## src/rtl/sram_sp_be_master_pkg.sv

```systemverilog
// Shared types and constants for the byte-enable SRAM master.
// No logic; consumed by the interface, FIFO, master and SRAM model.
// No handshake here.
package sram_sp_be_master_pkg;

    // Two-phase controller: zero-fill sweep, then normal request service.
    typedef enum logic {
        ST_INIT = 1'b0,
        ST_RUN  = 1'b1
    } state_t;

    // Response buffer entries. Two covers the 2-cycle read pipeline at full rate.
    localparam int RSP_FIFO_DEPTH = 2;

    // Address width for a given word count; at least one bit.
    function automatic int addr_bits(input int depth);
        return (depth > 1) ? $clog2(depth) : 1;
    endfunction

endpackage

```

## src/rtl/sram_sp_be_master_if.sv

```systemverilog
// Request/response bundle between a requester and the SRAM master.
// Pure wiring, no latency.
// Valid/ready on both channels; a beat moves when VAL && RDY.
interface sram_sp_be_master_if
    import sram_sp_be_master_pkg::*;
#(
    parameter int WIDTH = 32,
    parameter int DEPTH = 1024
) ();

    localparam int AW = addr_bits(DEPTH);
    localparam int BW = WIDTH / 8;

    logic             REQ_VAL;
    logic             REQ_RDY;
    logic             REQ_WE;
    logic [BW-1:0]    REQ_BE;
    logic [AW-1:0]    REQ_ADDR;
    logic [WIDTH-1:0] REQ_WDATA;

    logic             RSP_VAL;
    logic             RSP_RDY;
    logic [WIDTH-1:0] RSP_RDATA;

    // Requester side.
    modport master (
        output REQ_VAL, REQ_WE, REQ_BE, REQ_ADDR, REQ_WDATA, RSP_RDY,
        input  REQ_RDY, RSP_VAL, RSP_RDATA
    );

    // SRAM master side.
    modport slave (
        input  REQ_VAL, REQ_WE, REQ_BE, REQ_ADDR, REQ_WDATA, RSP_RDY,
        output REQ_RDY, RSP_VAL, RSP_RDATA
    );

endinterface

```

## src/rtl/sram_sp_be_master_sync_fifo_2.sv

```systemverilog
// Two-entry synchronous FIFO holding read responses.
// Push at a clock edge is visible at the head the following cycle.
// Caller never pushes when full; pop only takes effect when non-empty.
module sync_fifo_2
    import sram_sp_be_master_pkg::*;
#(
    parameter int WIDTH = 32
) (
    input  logic             CLK,
    input  logic             RST_N,
    input  logic             wr_vld,
    input  logic [WIDTH-1:0] wr_dat,
    input  logic             rd_rdy,
    output logic             rd_vld,
    output logic [WIDTH-1:0] rd_dat,
    output logic [1:0]       cnt
);

    logic [WIDTH-1:0] mem [RSP_FIFO_DEPTH];
    logic             wr_ptr;
    logic             rd_ptr;
    logic [1:0]       count;
    logic             pop;

    assign rd_vld = (count != 2'd0);
    assign pop    = rd_vld && rd_rdy;
    assign cnt    = count;
    // Head reads as zero when empty so the output is clean out of reset.
    assign rd_dat = rd_vld ? mem[rd_ptr] : '0;

    // Pointer and occupancy tracking; push+pop in one cycle keeps count.
    always_ff @(posedge CLK) begin
        if (!RST_N) begin
            wr_ptr <= 1'b0;
            rd_ptr <= 1'b0;
            count  <= 2'd0;
        end else begin
            if (wr_vld) wr_ptr <= ~wr_ptr;
            if (pop)    rd_ptr <= ~rd_ptr;
            count <= count + {1'b0, wr_vld} - {1'b0, pop};
        end
    end

    // Storage needs no reset; it is masked by rd_vld.
    always_ff @(posedge CLK) begin
        if (wr_vld) mem[wr_ptr] <= wr_dat;
    end

endmodule

```

## src/rtl/sram_sp_be_master.sv

```systemverilog
// Valid/ready front end for a single-port byte-enable SRAM, with optional zero-fill.
// Reads return 2 cycles after accept; writes are posted with no response.
// REQ_RDY drops when buffered plus in-flight reads would exceed two response slots.
module sram_sp_be_master
    import sram_sp_be_master_pkg::*;
#(
    parameter int WIDTH     = 32,
    parameter int DEPTH     = 1024,
    parameter bit INIT_ZERO = 1'b1,
    localparam int AW       = addr_bits(DEPTH),
    localparam int BW       = WIDTH / 8
) (
    input  logic             CLK,
    input  logic             RST_N,
    sram_sp_be_master_if.slave bus,
    output logic             SRAM_EN,
    output logic             SRAM_WE,
    output logic [BW-1:0]    SRAM_WBE,
    output logic [AW-1:0]    SRAM_ADDR,
    output logic [WIDTH-1:0] SRAM_DI,
    input  logic [WIDTH-1:0] SRAM_DO,
    output logic             INIT_DONE
);

    localparam state_t RESET_STATE = INIT_ZERO ? ST_INIT : ST_RUN;

    state_t        state_q;
    state_t        state_d;
    logic [AW-1:0] init_cnt_q;
    logic          pend_q;
    logic          pend_oor_q;
    logic [1:0]    fifo_cnt;
    logic [2:0]    occupancy;
    logic          rsp_pop;
    logic          accept;
    logic          in_range;
    logic          run;

    assign run       = (state_q == ST_RUN);
    assign INIT_DONE = run;
    assign in_range  = (32'(bus.REQ_ADDR) < 32'(DEPTH));
    assign rsp_pop   = bus.RSP_VAL && bus.RSP_RDY;

    // Reads already committed to a response slot: buffered plus one in the SRAM pipe.
    // A pop this cycle frees a slot, so full-rate reads continue while RSP_RDY is high.
    assign occupancy   = {1'b0, fifo_cnt} + {2'b00, pend_q};
    assign bus.REQ_RDY = RST_N && run &&
                         (occupancy < (3'(RSP_FIFO_DEPTH) + {2'b00, rsp_pop}));
    assign accept      = bus.REQ_VAL && bus.REQ_RDY;

    // SRAM drive and next state: zero-fill sweep in INIT, pass-through in RUN.
    always_comb begin
        state_d   = state_q;
        SRAM_EN   = 1'b0;
        SRAM_WE   = 1'b0;
        SRAM_WBE  = '0;
        SRAM_ADDR = '0;
        SRAM_DI   = '0;
        case (state_q)
            ST_INIT: begin
                SRAM_EN   = RST_N;
                SRAM_WE   = 1'b1;
                SRAM_WBE  = '1;
                SRAM_ADDR = init_cnt_q;
                if (init_cnt_q == AW'(DEPTH - 1)) state_d = ST_RUN;
            end
            ST_RUN: begin
                SRAM_EN   = accept && in_range;
                SRAM_WE   = bus.REQ_WE;
                SRAM_WBE  = bus.REQ_BE;
                SRAM_ADDR = bus.REQ_ADDR;
                SRAM_DI   = bus.REQ_WDATA;
            end
        endcase
    end

    // State register and sweep counter; reset always restarts the sweep at 0.
    always_ff @(posedge CLK) begin
        if (!RST_N) begin
            state_q    <= RESET_STATE;
            init_cnt_q <= '0;
        end else begin
            state_q <= state_d;
            if (state_q == ST_INIT) init_cnt_q <= init_cnt_q + 1'b1;
        end
    end

    // Track the read sitting in the SRAM pipe; out-of-range reads return zero.
    always_ff @(posedge CLK) begin
        if (!RST_N) begin
            pend_q     <= 1'b0;
            pend_oor_q <= 1'b0;
        end else begin
            pend_q     <= accept && !bus.REQ_WE;
            pend_oor_q <= !in_range;
        end
    end

    sync_fifo_2 #(.WIDTH(WIDTH)) u_rsp_fifo (
        .CLK    (CLK),
        .RST_N  (RST_N),
        .wr_vld (pend_q),
        .wr_dat (pend_oor_q ? '0 : SRAM_DO),
        .rd_rdy (bus.RSP_RDY),
        .rd_vld (bus.RSP_VAL),
        .rd_dat (bus.RSP_RDATA),
        .cnt    (fifo_cnt)
    );

endmodule
```

## src/flat_wrapper.sv

```systemverilog
// flat-port wrapper written by rule: the top's interface ports become plain ports
module sram_sp_be_master_flat import sram_sp_be_master_pkg::*;
#(
    parameter int WIDTH     = 32,
    parameter int DEPTH     = 1024,
    parameter bit INIT_ZERO = 1'b1,
    localparam int AW       = addr_bits(DEPTH),
    localparam int BW       = WIDTH / 8
)
  (CLK, RST_N, SRAM_EN, SRAM_WE, SRAM_WBE, SRAM_ADDR, SRAM_DI, SRAM_DO, INIT_DONE, bus_REQ_VAL, bus_REQ_WE, bus_REQ_BE, bus_REQ_ADDR, bus_REQ_WDATA, bus_RSP_RDY, bus_REQ_RDY, bus_RSP_VAL, bus_RSP_RDATA);
  sram_sp_be_master_if #(.WIDTH(WIDTH), .DEPTH(DEPTH)) bus_i ();
  input  logic CLK;
  input  logic RST_N;
  output logic SRAM_EN;
  output logic SRAM_WE;
  output logic [BW-1:0] SRAM_WBE;
  output logic [AW-1:0] SRAM_ADDR;
  output logic [WIDTH-1:0] SRAM_DI;
  input  logic [WIDTH-1:0] SRAM_DO;
  output logic INIT_DONE;
  input wire logic [$bits(bus_i.REQ_VAL)-1:0] bus_REQ_VAL;
  input wire logic [$bits(bus_i.REQ_WE)-1:0] bus_REQ_WE;
  input wire logic [$bits(bus_i.REQ_BE)-1:0] bus_REQ_BE;
  input wire logic [$bits(bus_i.REQ_ADDR)-1:0] bus_REQ_ADDR;
  input wire logic [$bits(bus_i.REQ_WDATA)-1:0] bus_REQ_WDATA;
  input wire logic [$bits(bus_i.RSP_RDY)-1:0] bus_RSP_RDY;
  output wire logic [$bits(bus_i.REQ_RDY)-1:0] bus_REQ_RDY;
  output wire logic [$bits(bus_i.RSP_VAL)-1:0] bus_RSP_VAL;
  output wire logic [$bits(bus_i.RSP_RDATA)-1:0] bus_RSP_RDATA;
  assign bus_i.REQ_VAL = bus_REQ_VAL;
  assign bus_i.REQ_WE = bus_REQ_WE;
  assign bus_i.REQ_BE = bus_REQ_BE;
  assign bus_i.REQ_ADDR = bus_REQ_ADDR;
  assign bus_i.REQ_WDATA = bus_REQ_WDATA;
  assign bus_i.RSP_RDY = bus_RSP_RDY;
  assign bus_REQ_RDY = bus_i.REQ_RDY;
  assign bus_RSP_VAL = bus_i.RSP_VAL;
  assign bus_RSP_RDATA = bus_i.RSP_RDATA;
  sram_sp_be_master #(.WIDTH(WIDTH), .DEPTH(DEPTH), .INIT_ZERO(INIT_ZERO)) u_core (.CLK(CLK), .RST_N(RST_N), .bus(bus_i), .SRAM_EN(SRAM_EN), .SRAM_WE(SRAM_WE), .SRAM_WBE(SRAM_WBE), .SRAM_ADDR(SRAM_ADDR), .SRAM_DI(SRAM_DI), .SRAM_DO(SRAM_DO), .INIT_DONE(INIT_DONE));
endmodule
```

## config.mk

```make
export PLATFORM = sky130hd
export DESIGN_NAME = sram_sp_be_master_flat
export DESIGN_NICKNAME = d
export VERILOG_FILES = /design/src/rtl/sram_sp_be_master_pkg.sv /design/src/rtl/sram_sp_be_master_if.sv /design/src/rtl/sram_sp_be_master_sync_fifo_2.sv /design/src/rtl/sram_sp_be_master.sv /design/src/flat_wrapper.sv
export SDC_FILE = /design/constraint.sdc
export NUM_CORES = 1
export LEC_CHECK = 0
export ABC_AREA = 1
export CORE_ASPECT_RATIO = 1.4
export CORE_MARGIN = 5
export CORE_UTILIZATION = 45
export DETAILED_ROUTE_END_ITERATION = 7
export PLACE_DENSITY = 0.86
export SYNTH_ARGS = -nofsm -noshare
export SYNTH_HDL_FRONTEND = slang
export SYNTH_SLANG_ARGS = --single-unit
```

## constraint.sdc

```tcl
create_clock -name CLK -period 5.3 [get_ports CLK]
set_input_delay 1.325 -clock CLK [delete_from_list [all_inputs] [get_ports CLK]]
set_output_delay 1.325 -clock CLK [all_outputs]
set_load 0.02 [all_outputs]
```

==> metrics.csv <==
stage;metric;value;unit
status;outcome;finished clean;
cells_and_area;area_delta_synth_final;52.4;%
synth;syn_avg_cell_area;9.55;um2
sta;fin_crit;4.44;ns
worst_setup_path;start_kind;input port;
worst_setup_path;timing.rr.end;u_core.u_rsp_fifo.mem[0][5]$_DFFE_PP_;
placement;placed_area;5360;um2
sta;slew_headroom;0.301;
synth;yosys_warnings;0;
worst_setup_path;cp.arrival;3.12;ns
sta;worstMarginPinSlew;1.05;ns
sta;holdWs;0.477;ns
route;viasPerCell;4.81;
sta;tns;0;ns
power_and_ir_drop;p_leak;0.00227;uW
grt;antenna_found_initial;0;
worst_setup_path;crit_start;RST_N;
route;firstDrtPassIters;4;
route;routed_wl;9.54;mm
worst_setup_path;crit_required;3.97;ns
floorplan;dieWidth;86.0;um
clock_tree;path_clk_slew;0.08;ns
grt;grtUsageTotal;0.196;
power_and_ir_drop;power_density;313;nW/um2
placement;globalplace.congestion;0.765;
cells_and_area;diodes;0;
clock_tree;cts_sinks;81;
grt;grt_max_degree;34;
sta;fmax;0.225;GHz
cells_and_area;final_core_util;0.707;
worst_setup_path;rrSetupSlack;3.71;ns
floorplan;coreArea;7850;um2
route;drtIter0Drc;106;
worst_setup_path;path_class;input port to primary output;
clock_tree;cts_tree;built;
route;route.detailed.drc;0;
clock_tree;htree_levels;3;
placement;port_buffers;165;
grt;grt_pass1_vias;3176;
sta;drv_slew;0;
grt;busiest_layer;met2;
floorplan;die_area;10000;um2
worst_setup_path;rr_worst_depth;2;
worst_hold_path;hp-class;flip-flop to flip-flop;
floorplan;die_h;116;um
clock_tree;cts_hold_buf;0;
worst_setup_path;worst_setup_path_end_kind;primary output;
sta;rsz0062_at_grt;no;
route;vias;3117;
route;detail-route-antenna-nets;0;
worst_setup_path;cp-endpoint;SRAM_EN;
cells_and_area;drive_gt1_frac;0.0602;
cells_and_area;nets;631;
sta;finClkSkew;0.0111;ns
floorplan;rows;38;
sta;hold_violations;0;
power_and_ir_drop;peakVddDrop;0.000168;V
worst_setup_path;reg2reg_from;u_core.pend_q$_SDFF_PN0_;
sta;setup_violations;0;
synth;synth_cell_type_count;26;
cells_and_area;post-route-cell-area;5540;um2
synth;ys_seq_area_frac;0.622;
floorplan;initial_core_util;0.464;
grt;use_met3;0.0790;
sta;fin_crit_sh;0.838;
clock_tree;clk_latency;0.34;ns
synth;syn_area;3640;um2
grt;overflow;0;
clock_tree;post_cts_resized;0;
grt;use_met2;0.344;
placement;hpwl;7.20;mm
synth;ys_ff_latch;81;
worst_setup_path;path_max_fanout;13;
grt;grt_pass1_wl;15.1;mm
synth;synthCells;381;
clock_tree;cts_buffers;9;
floorplan;pin_count;166;
route;wire_per_inst;14.7;um
clock_tree;postCtsSetupRepairBufs;0;
clock_tree;root_buffer;clkbuf_8;
job;cap_violations;0;
clock_tree;clock_path_buffers;2;
grt;use_met1;0.210;
synth;synth_nets;469;
stage by stage:
stage / setup WS [ns] / power [uW] / cells
final: 0.858 / 1730 / 648
after CTS: 0.845 / 1750 / 648
after global routing: 0.726 / 1830 / 648
after floorplan: 2.16 / 1040 / 381
after detailed placement: 0.852 / 1330 / 632
after global placement: 0.874 / 1320 / 632
cells in the mapped netlist:
| library cell | instances | area share |
|---|---|---|
| nor3_1 | 2 | 0.0028 |
| nand2_1 | 132 | 0.14 |
| a21oi_1 | 42 | 0.058 |
| nand4_1 | 2 | 0.0034 |
| dfxtp_1 | 17 | 0.094 |
| xnor2_1 | 1 | 0.0024 |
| nand3_1 | 5 | 0.0069 |
| o21a_1 | 1 | 0.0021 |
| a211oi_1 | 1 | 0.0021 |
| buf_6 | 1 | 0.0031 |
| inv_8 | 1 | 0.0031 |
| nor2_2 | 1 | 0.0017 |
| nand3_4 | 1 | 0.0048 |
| nand3_2 | 4 | 0.011 |
| buf_2 | 16 | 0.022 |
| nand2_2 | 1 | 0.0017 |
| inv_1 | 53 | 0.055 |
| a31oi_1 | 1 | 0.0017 |
| o21ai_0 | 12 | 0.017 |
| nor2_1 | 9 | 0.0093 |
| nor2_4 | 2 | 0.0062 |
| edfxtp_1 | 64 | 0.53 |
| or2_2 | 5 | 0.0086 |
| clkbuf_1 | 1 | 0.0010 |
| ha_1 | 5 | 0.017 |
| and2_1 | 1 | 0.0017 |
cell families (layout without fill, tap and decap cells):
logic type,count (synthesis),after routing,share of synthesized area
flops,81,81,0.622
xor+xnor,1,1,0.00241
simple gates,165,165,0.194
buf+inv,72,239,0.0839
fa+ha+maj,5,5,0.0172
compound gates,57,57,0.0802
where the power goes:
group	switching (uW)	leakage, uW	total [uW]	internal, uW
combinational	330	0.00147	590	260
clock	206	0.0000894	420	215
sequential	19.8	0.000713	723	703
total	555	0.00227	1730	1180
final cells by class:
| type | instances | area (um2) |
|---|---|---|
| tap | 100 | 125 |
| sequential | 81 | 2260 |
| clock buffer | 10 | 128 |
| inverter | 54 | 210 |
| fill | 563 | 2300 |
| multi-input combinational | 228 | 1080 |
| timing repair buffer | 169 | 1680 |
| clock inverter | 6 | 57.6 |
worst max-delay path: stages:
cell	delay, ns
clkdlybuf4s50_1	0.46
buf_4	0.19
nand2_1	0.11
nor2_1	0.15
nand3_1	0.12
nand2_1	0.13
clkdlybuf4s50_1	0.64
routing by layer:
metal / part of all wire / routed length [um]
met1: 0.37 / 3510
met4: 0.020 / 195
met2: 0.50 / 4770
met5: 0 / 0
met3: 0.11 / 1070
cell usage in the layout, fill, tap and decap left out, drive strengths merged, types with 3 or more instances in the layout:
cell type / count
clkinv: 3
o21ai: 12
nand2: 133
dfxtp: 17
buf: 4
edfxtp: 64
nor2: 12
clkdlybuf4s50: 165
a21oi: 42
nand3: 10
or2: 5
ha: 5
clkbuf: 10
inv: 55
registers in the layout, indices dropped and copies added (netlist names), named ones only:
register,cells
u_core.u_rsp_fifo.rd_ptr,1
u_core.u_rsp_fifo.mem,64
u_core.INIT_DONE,1
u_core.u_rsp_fifo.wr_ptr,1
u_core.pend_q,1
u_core.u_rsp_fifo.cnt,2
u_core.init_cnt_q,10
how the worst min path moves through the flow:
stage / start / endpoint / slack, ns / cells past startpoint
2_1_floorplan: u_core.u_rsp_fifo.rd_ptr$_SDFFE_PN0P_ / flip-flop / 0.43 / 1
3_3_place_gp: u_core.u_rsp_fifo.rd_ptr$_SDFFE_PN0P_ / u_core.u_rsp_fifo.rd_ptr$_SDFFE_PN0P_ / 0.44 / 1
3_5_place_dp: u_core.u_rsp_fifo.rd_ptr$_SDFFE_PN0P_ / flip-flop / 0.46 / 1
4_1_cts: u_core.u_rsp_fifo.rd_ptr$_SDFFE_PN0P_ / flip-flop / 0.47 / 1
5_1_grt: u_core.u_rsp_fifo.rd_ptr$_SDFFE_PN0P_ / u_core.u_rsp_fifo.rd_ptr$_SDFFE_PN0P_ / 0.51 / 1
6_report: u_core.u_rsp_fifo.rd_ptr$_SDFFE_PN0P_ / flip-flop / 0.48 / 1
No activity file was read; power rests on OpenSTA's default activity.
